**config.mk**
```make
export PLATFORM = sky130hd
export DESIGN_NAME = dma_rotating_arbiter
export DESIGN_NICKNAME = d
export VERILOG_FILES = /design/src/rtl/dma_rotating_arbiter.sv
export SDC_FILE = /design/constraint.sdc
export NUM_CORES = 1
export LEC_CHECK = 0
export BUFFER_PORTS_ARGS = -buffer_cell sky130_fd_sc_hd__buf_2
export CORE_MARGIN = 4
export CORE_UTILIZATION = 30
export CTS_CLUSTER_SIZE = 40
export DETAILED_ROUTE_END_ITERATION = 16
export PLACE_DENSITY_LB_ADDON = 0.1
export SYNTH_ARGS = -nofsm -noshare
export SYNTH_HDL_FRONTEND = slang
export SYNTH_SLANG_ARGS = --single-unit
```
**constraint.sdc**
```tcl
create_clock -name clock -period 1.9 [get_ports clock]
set_input_delay 0.19 -clock clock [delete_from_list [all_inputs] [get_ports clock]]
set_output_delay 0.19 -clock clock [all_outputs]
set_load 0.02 [all_outputs]
```
**src/rtl/dma_rotating_arbiter.sv**
```systemverilog
// ============================================================================
// dma_rotating_arbiter
// ----------------------------------------------------------------------------
// Purpose:
//   DMA channel priority arbiter for NUM_CH channels. Picks one valid request
//   (dreq & ~mask), issues a registered one-hot grant and holds it until the
//   transfer-timing FSM pulses i_done. Priority is either fixed (channel 0
//   highest) or rotating (the channel just served drops to lowest priority),
//   chosen at run time by i_rotate_mode. After every service there is one
//   RECOVER cycle with the grant low so DACK deasserts between transfers.
//
// Parameters:
//   NUM_CH        number of DMA channels (2..16)
//   IDX_W         width of the channel index outputs
//
// Ports:
//   clock         system clock
//   reset         synchronous, active-low reset
//   i_rotate_mode 1 = rotating priority, 0 = fixed priority (ch0 highest)
//   i_dreq        raw channel requests, level-sensitive, already synchronised
//   i_mask        1 = channel masked (ignored)
//   i_done        single-cycle pulse: current service complete
//   o_grant       one-hot grant (DACK select), all-zero when idle
//   o_grant_valid 1 while a grant is held
//   o_grant_idx   binary index of the granted channel, 0 when idle
//   o_prio_base   index of the current highest-priority channel
// ============================================================================
module dma_rotating_arbiter #(
    parameter int NUM_CH = 4,
    parameter int IDX_W  = $clog2(NUM_CH)
) (
    input  logic              clock,
    input  logic              reset,
    input  logic              i_rotate_mode,
    input  logic [NUM_CH-1:0] i_dreq,
    input  logic [NUM_CH-1:0] i_mask,
    input  logic              i_done,
    output logic [NUM_CH-1:0] o_grant,
    output logic              o_grant_valid,
    output logic [IDX_W-1:0]  o_grant_idx,
    output logic [IDX_W-1:0]  o_prio_base
);

    typedef enum logic [2:0] {
        ST_IDLE    = 3'b001,
        ST_GRANT   = 3'b010,
        ST_RECOVER = 3'b100
    } state_t;

    localparam logic [IDX_W:0]      CH_COUNT = (IDX_W+1)'(NUM_CH);
    localparam logic [NUM_CH-1:0]   ONE_HOT0 = {{(NUM_CH-1){1'b0}}, 1'b1};

    state_t              r_state;
    logic [NUM_CH-1:0]   r_grant;
    logic [IDX_W-1:0]    r_grantIdx;
    logic [IDX_W-1:0]    r_prioBase;

    state_t              w_nextState;
    logic [NUM_CH-1:0]   w_nextGrant;
    logic [IDX_W-1:0]    w_nextGrantIdx;
    logic [IDX_W-1:0]    w_nextPrioBase;

    logic [NUM_CH-1:0]   w_vreq;
    logic [IDX_W-1:0]    w_effBase;
    logic [IDX_W:0]      w_scan;
    logic                w_selFound;
    logic [IDX_W-1:0]    w_selIdx;
    logic [NUM_CH-1:0]   w_selOnehot;
    logic [IDX_W:0]      w_incIdx;
    logic [IDX_W-1:0]    w_rotBase;
    logic                w_abort;

    assign w_vreq = i_dreq & ~i_mask;

    // In fixed mode channel 0 is always on top, even on the very cycle the
    // mode drops before the base register has been cleared.
    assign w_effBase = i_rotate_mode ? r_prioBase : '0;

    // Wrap-around priority scan: visit base, base+1, ... modulo NUM_CH and
    // keep the first valid request. Done with a short counter instead of a
    // power-of-two mask so that non-power-of-two channel counts wrap right.
    always_comb begin
        w_selFound = 1'b0;
        w_selIdx   = '0;
        w_scan     = '0;
        for (int k = 0; k < NUM_CH; k++) begin
            w_scan = {1'b0, w_effBase} + (IDX_W+1)'(k);
            if (w_scan >= CH_COUNT) begin
                w_scan = w_scan - CH_COUNT;
            end
            if (!w_selFound && w_vreq[w_scan[IDX_W-1:0]]) begin
                w_selFound = 1'b1;
                w_selIdx   = w_scan[IDX_W-1:0];
            end
        end
    end

    assign w_selOnehot = ONE_HOT0 << w_selIdx;

    // Channel after the one being served, wrapped at NUM_CH; one extra bit
    // keeps the +1 from overflowing when NUM_CH is a power of two.
    assign w_incIdx  = {1'b0, r_grantIdx} + (IDX_W+1)'(1);
    assign w_rotBase = (w_incIdx >= CH_COUNT) ? '0 : w_incIdx[IDX_W-1:0];

    // Mask raised on the channel currently holding the grant.
    assign w_abort = |(i_mask & r_grant);

    always_comb begin
        w_nextState    = r_state;
        w_nextGrant    = r_grant;
        w_nextGrantIdx = r_grantIdx;
        w_nextPrioBase = i_rotate_mode ? r_prioBase : '0;

        unique case (r_state)
            ST_IDLE: begin
                if (w_selFound) begin
                    w_nextState    = ST_GRANT;
                    w_nextGrant    = w_selOnehot;
                    w_nextGrantIdx = w_selIdx;
                end
            end

            ST_GRANT: begin
                // done takes precedence over a simultaneous mask abort so the
                // completed service still rotates priority.
                if (i_done) begin
                    w_nextState    = ST_RECOVER;
                    w_nextGrant    = '0;
                    w_nextGrantIdx = '0;
                    if (i_rotate_mode) begin
                        w_nextPrioBase = w_rotBase;
                    end
                end else if (w_abort) begin
                    w_nextState    = ST_RECOVER;
                    w_nextGrant    = '0;
                    w_nextGrantIdx = '0;
                end
            end

            ST_RECOVER: begin
                w_nextState    = ST_IDLE;
                w_nextGrant    = '0;
                w_nextGrantIdx = '0;
            end

            default: begin
                w_nextState    = ST_IDLE;
                w_nextGrant    = '0;
                w_nextGrantIdx = '0;
            end
        endcase
    end

    always_ff @(posedge clock) begin
        if (!reset) begin
            r_state    <= ST_IDLE;
            r_grant    <= '0;
            r_grantIdx <= '0;
            r_prioBase <= '0;
        end else begin
            r_state    <= w_nextState;
            r_grant    <= w_nextGrant;
            r_grantIdx <= w_nextGrantIdx;
            r_prioBase <= w_nextPrioBase;
        end
    end

    assign o_grant       = r_grant;
    assign o_grant_valid = (r_state == ST_GRANT);
    assign o_grant_idx   = r_grantIdx;
    assign o_prio_base   = r_prioBase;

endmodule

```
==> impl_results.md, run 1 <==
* Status: completed
* Synth-to-layout area growth at 26.2%
* Worst min-delay path category: primary input to register
* Syn Area/Cell at roughly 9.0 um2
* DP Cell Count at approximately 130
* Syn nets at between 80 and 90
* Initial antenna violation count at 0
* Net count, final at 115
* Pwr Density at 682 nW/um2
* Share of post-route cells with drive strength above 1 at approximately a third
* Die area at 3100 um2
* Worst path required time at between 2 and 2.5 ns
* Unrepaired setup endpoints after global routing: false
* Core area at 2190 um2
* CP Max Fanout at 8
* Worst Max-Slew Pin Slew at 0.393 ns
* Cell Rows at 17
* Maximum vdd drop at 0.000296 V
* Final GP Congestion at 0.734
* Post-DP HPWL at 1.44 mm
* Starting Density at 31.2%
* Leakage power at 0.000368 uW
* Commonest non-fill, non-tap cell in the layout: buf_2
* Clock latency at the later pin of the worst-skew pair at roughly 0.27 ns
* Largest net degree at the start of global routing at 11
* Gr usage total at 12.4%
* Post-CTS setup buffers at 0
* Post-route clock period utilization at slightly below 90%
* Max-cap violations at 0
* Library cells used by synthesis at 40
* Vias at 690
* Drt drc at 0
* Ys Warns at 0
* DRT Pass-1 Iters at 4
* Startpoint Class: register
* DRT antenna net count at 0
* Synth Cell Area at 683 um2
* Fmax at 0.602 GHz
* CP arrival at 1.88 ns
* Vias in the first global route at 690
* Yosys reg bits at 11
* # IOs at 21
* Final Skew at roughly 0.0013 ns
* Clock buffer count from CTS at 3
* Via density at 5.31
* CTS tree: built
* Crit. End Element: register
* Endpoints failing setup at 0
* Fillers at 232
* Slew HR at about three quarters
* Final Hold Viols at 0
* Clock sink count at 11
* TNS Setup at 0 ns
* Dominant synthesized flop cell: dfxtp_1
* # H-tree levels at 1
* Number of synthesized flops with an enable pin at 0
* First-pass GRT wire length at 3.08 mm
* Post-CTS resize count at 0
* FFs w/ async S/R, synth at 0%
* Die Ht at between 50 and 60 um
* Most frequent cells in the layout: buf_2, dfxtp_1, a21oi_1, nand2_1
* Grt ovf at 0
* 1st-iter DRT viols at 13
* Bufs on Longest Clock Path at 2
* Wire per inst at ~14 um
* Worst setup path category: register to register
* Die width at 55.7 um
* Root buf cell: clkbuf_4
* Seq/Total Area, Yosys at 32.2%
* Tmin final at 1.66 ns
* Antenna diodes at 0
* Pins Over Slew Limit at 0
* PortBufs at 20
* Clock-pin slew on the worst setup and hold paths at 0.07 ns
* Final WL at 1.80 mm
* Hold bufs inserted after CTS at 0
* Cell count after synthesis at 76
* Non-Filler Instances at 130
kinds of logic after synthesis:
| group | synth area share, % |
|---|---|
| xor+xnor | 2.56 |
| flops | 32.2 |
| simple gates | 31.9 |
| compound gates | 31.5 |
| buf+inv | 1.83 |
sequential cells by signal (all words and copies together), names as in the netlist:
signal       flops
o_prio_base      2
r_state          3
o_grant_idx      2
o_grant          4
report_power, final:
part	switching, uW	internal, uW	total [uW]
logic	89.3	75.5	165
clock network	80.0	81.3	161
registers	13.5	248	262
total	183	405	588
final timing paths:
path	start	endpoint	slack, ns	cells past startpoint
max	o_prio_base[0]$_SDFF_PN0_	o_grant[3]$_SDFFE_PN0P_	0.24	5
max reg2reg	o_prio_base[0]$_SDFF_PN0_	o_grant[3]$_SDFFE_PN0P_	0.24	5
min	reset	r_state[0]$_SDFFE_PN1P_	0.17	2
min reg2reg	o_grant[2]$_SDFFE_PN0P_	o_grant[2]$_SDFFE_PN0P_	0.49	1
cells in the mapped netlist, drive strengths merged, types with 2 or more instances:
cell	instances	area share (%)
o21ai	4	2.9
dfxtp	11	32
nor2b	5	5.7
o2bb2ai	2	2.6
a21oi	7	5.1
a22o	2	2.6
o211ai	2	2.2
nand3	2	1.5
nor3b	3	4.0
and2	2	2.0
inv	2	1.1
nand2	5	2.7
xor2	2	2.6
and3	2	2.6
nor2	4	2.2
nand2b	2	1.8
worst max-delay path: stages (launching register included):
cell     delay (ns)
dfxtp_1        0.48
xor2_1         0.30
and3_1         0.20
o21ai_1        0.08
a31oi_2        0.33
a32o_1         0.21
per-layer routing:
layer	wire (um)	share of wire (%)	global-route usage (%)
met5	0	0	0
met4	33	1.8	6.25
met3	87	4.8	4.18
met2	801	45	18.4
met1	878	49	15.7
stage by stage:
step	utilization (%)	total power [uW]	hold slack [ns]	worst slack, ns	area (um2)
after floorplan	-	373	0.279	0.353	683
after global placement	38.1	433	0.452	0.236	836
after detailed placement	38.1	432	0.457	0.236	836
after CTS	39.3	597	0.168	0.216	862
after global routing	39.3	626	0.202	0.126	862
final	39.3	588	0.172	0.239	862
cell type report:
| type | instances | area [um2] | share of cell area [%] |
|---|---|---|---|
| inverters | 2 | 7.51 | 0.871 |
| well taps | 28 | 35.0 | 4.06 |
| repair buffers | 23 | 123 | 14.2 |
| flip-flops and latches | 11 | 220 | 25.5 |
| multi-input cells | 62 | 450 | 52.2 |
| clock buffers | 4 | 26.3 | 3.05 |
(Power assumes the default switching activity.)
==> run 2: changes to the inputs <==
PLACE_DENSITY_LB_ADDON = 0.05   (was 0.1)
==> impl_results.md, run 2 (synthesis results as in run 1) <==
* Status: completed
* Clock-pin slew on the worst setup and hold paths at 0.07 ns (about the same)
* Antenna diodes at 0 (unchanged)
* Non-Filler Instances at 130 (unchanged)
* CP Max Fanout at 8 (unchanged)
* Drt drc at 0 (unchanged)
* DRT antenna net count at 0 (unchanged)
* Clk pwr share at 27.4% (about the same)
* GRT busiest layer: met2
* WHS Path Cells at 2 (unchanged)
* R2R depth at 5 (unchanged)
* First-pass GRT wire length at 2.94 mm (-4.5%)
* Sw Ratio at 31.2% (+0.13 points)
* Final Core Density at 39.3% (unchanged)
* Worst Max-Slew Pin Slew at 0.408 ns (+0.0143 ns)
* # IOs at 21 (unchanged)
* Clock latency at the later pin of the worst-skew pair at 0.27 ns (about the same)
* Core area at 2190 um2 (unchanged)
* Vias in the first global route at 626 (-9.3%)
* Via density at 5.31 (unchanged)
* Tmin final at 1.65 ns (-0.0129 ns)
* Grt met3 use at 3.71% (-0.46 points)
* Fmax at 0.607 GHz (+0.78%)
* Post-CTS resize count at 0 (unchanged)
* Reg2reg start: o_prio_base[0]$_SDFF_PN0_
* Slew HR at 72.8% (-0.96 points)
* Largest register FFs at 4 (unchanged)
* Combinational Power Share at 28.1% (about the same)
* Post-DP HPWL at 1.40 mm (-2.8%)
* Final Skew at 0.00203 ns (+0.000722 ns)
* Unrepaired setup endpoints after global routing: false
* Commonest non-fill, non-tap cell in the layout: buf_2
* Origin of the worst setup path: o_prio_base[0]$_SDFF_PN0_
* CP Depth at 5 (unchanged)
* RR Endpoint: o_grant[3]$_SDFFE_PN0P_
* Final Hold Slack at 0.186 ns (+0.0138 ns)
* Clock buffer count from CTS at 3 (unchanged)
* Cell Rows at 17 (unchanged)
* Synth-to-layout area growth at 26.2% (unchanged)
* Grt ovf at 0 (unchanged)
* Global routing usage on met1 at 16.5% (+0.74 points)
* DP Worst Slack at 0.252 ns (+0.0162 ns)
* Endpoints failing setup at 0 (unchanged)
* P_sw at 184 uW (+0.61%)
* Final Hold Viols at 0 (unchanged)
* Bufs on Longest Clock Path at 2 (unchanged)
* Worst min-delay path category: primary input to register
* Share of power burned in registers at 44.5% (about the same)
* Net count, final at 115 (unchanged)
* Die area at 3100 um2 (unchanged)
* Slowest CP cell: dfxtp_1
* DRT Pass-1 Iters at 4 (unchanged)
* Gr usage total at 12.0% (-0.37 points)
* Pins Over Slew Limit at 0 (unchanged)
* CTS tree: built
* CP peak stage delay at 0.49 ns (about the same)
* Largest net degree at the start of global routing at 11 (unchanged)
* Starting Density at 31.2% (unchanged)
* Die Ht at 55.7 um (unchanged)
* DP Cell Count at 126 (unchanged)
* Most frequent cells in the layout: buf_2, dfxtp_1, a21oi_1, nand2_1
* Final WL at 1.78 mm (-0.94%)
* Final GP Congestion at 0.726 (-1.0%)
* Maximum vdd drop at 0.000384 V (+30%)
* Hold bufs inserted after CTS at 0 (unchanged)
* Clock sink count at 11 (unchanged)
* Setup WS post-layout at 0.252 ns (+0.0129 ns)
* Post-CTS setup buffers at 0 (unchanged)
* R2R Setup Slk at 0.25 ns (about the same)
* Vias at 690 (unchanged)
* Pwr Density at 683 nW/um2 (+0.19%)
* Die width at 55.7 um (unchanged)
* Buf/Inv on CP at 0 (unchanged)
* CP arrival at 1.87 ns (about the same)
* Grt met2 use at 17.1% (-1.4 points)
* # H-tree levels at 1 (unchanged)
* Crit. End Element: register
* Crit-path leading delay family: compound AO/OA/AOI/OAI gates
* Cells along the critical path: xor2_1, and3_1, o21ai_1, a31oi_2, a32o_1
* Share of post-route cells with drive strength above 1 at 33.3% (unchanged)
* Worst path required time at 2.12 ns (about the same)
* 1st-iter DRT viols at 14 (+1)
* Wire per inst at 13.7 um (-0.94%)
* Worst setup path category: register to register
* Startpoint Class: register
* Int Pwr at 405 uW (about the same)
* Post-route clock period utilization at 86.8% (-0.68 points)
* CP endpoint: o_grant[3]$_SDFFE_PN0P_
* TNS Setup at 0 ns (unchanged)
* Root buf cell: clkbuf_4
* PortBufs at 20 (unchanged)
* Max-cap violations at 0 (unchanged)
* Initial antenna violation count at 0 (unchanged)
* Leakage power at 0.000368 uW (unchanged)
==> run 2: cell counts in the layout (fill, tap and decap cells not counted) <==
Identical to the previous run, type by type.
==> run 2: worst reg2reg max path, cell delays in order, from the launching register on <==
cell and delay (ns):
dfxtp_1 0.49, xor2_1 0.29, and3_1 0.20, o21ai_1 0.09, a31oi_2 0.33, a32o_1 0.21
==> run 2: final cells by class <==
type | count | area [um2]
Clock buffer | 4 | 26.3
Multi-Input combinational cell | 62 | 450
Inverter | 2 | 7.51
Sequential cell | 11 | 220
Tap cell | 28 | 35.0
Timing Repair Buffer | 23 | 123
Fill cell | 236 | 1330
==> run 2: power by group through the flow <==
stage               sequential [uW]  clock (uW)  combinational (uW)
finish                          262         161                 166
detailed placement              267           0                 166
global route                    264         171                 183
CTS                             262         167                 167
floorplan                       276           0                97.0
global placement                267           0                 168
==> run 2: how the worst min path moves through the flow <==
stage                     slack (ns)  startpoint                      end
after CTS                       0.17       reset  r_state[0]$_SDFFE_PN1P_
after floorplan                 0.28       reset  r_state[0]$_SDFFE_PN1P_
final                           0.19       reset  r_state[0]$_SDFFE_PN1P_
after detailed placement        0.46       reset  r_state[0]$_SDFFE_PN1P_
after global placement          0.46       reset  r_state[0]$_SDFFE_PN1P_
after global routing            0.19       reset  r_state[0]$_SDFFE_PN1P_
==> run 2: per-stage QoR <==
stage / total power, uW / instance area (um2)
finish: 589 / 862
global route: 617 / 862
CTS: 596 / 862
detailed placement: 433 / 836
global placement: 435 / 836
floorplan: 373 / 683
==> run 2: per-layer routing <==
| layer | vias up | routed length, um |
|---|---|---|
| li1 | 343 | - |
| met1 | 324 | 849 |
| met2 | 21 | 806 |
| met3 | 2 | 112 |
| met4 | 0 | 16 |
| met5 | - | 0 |
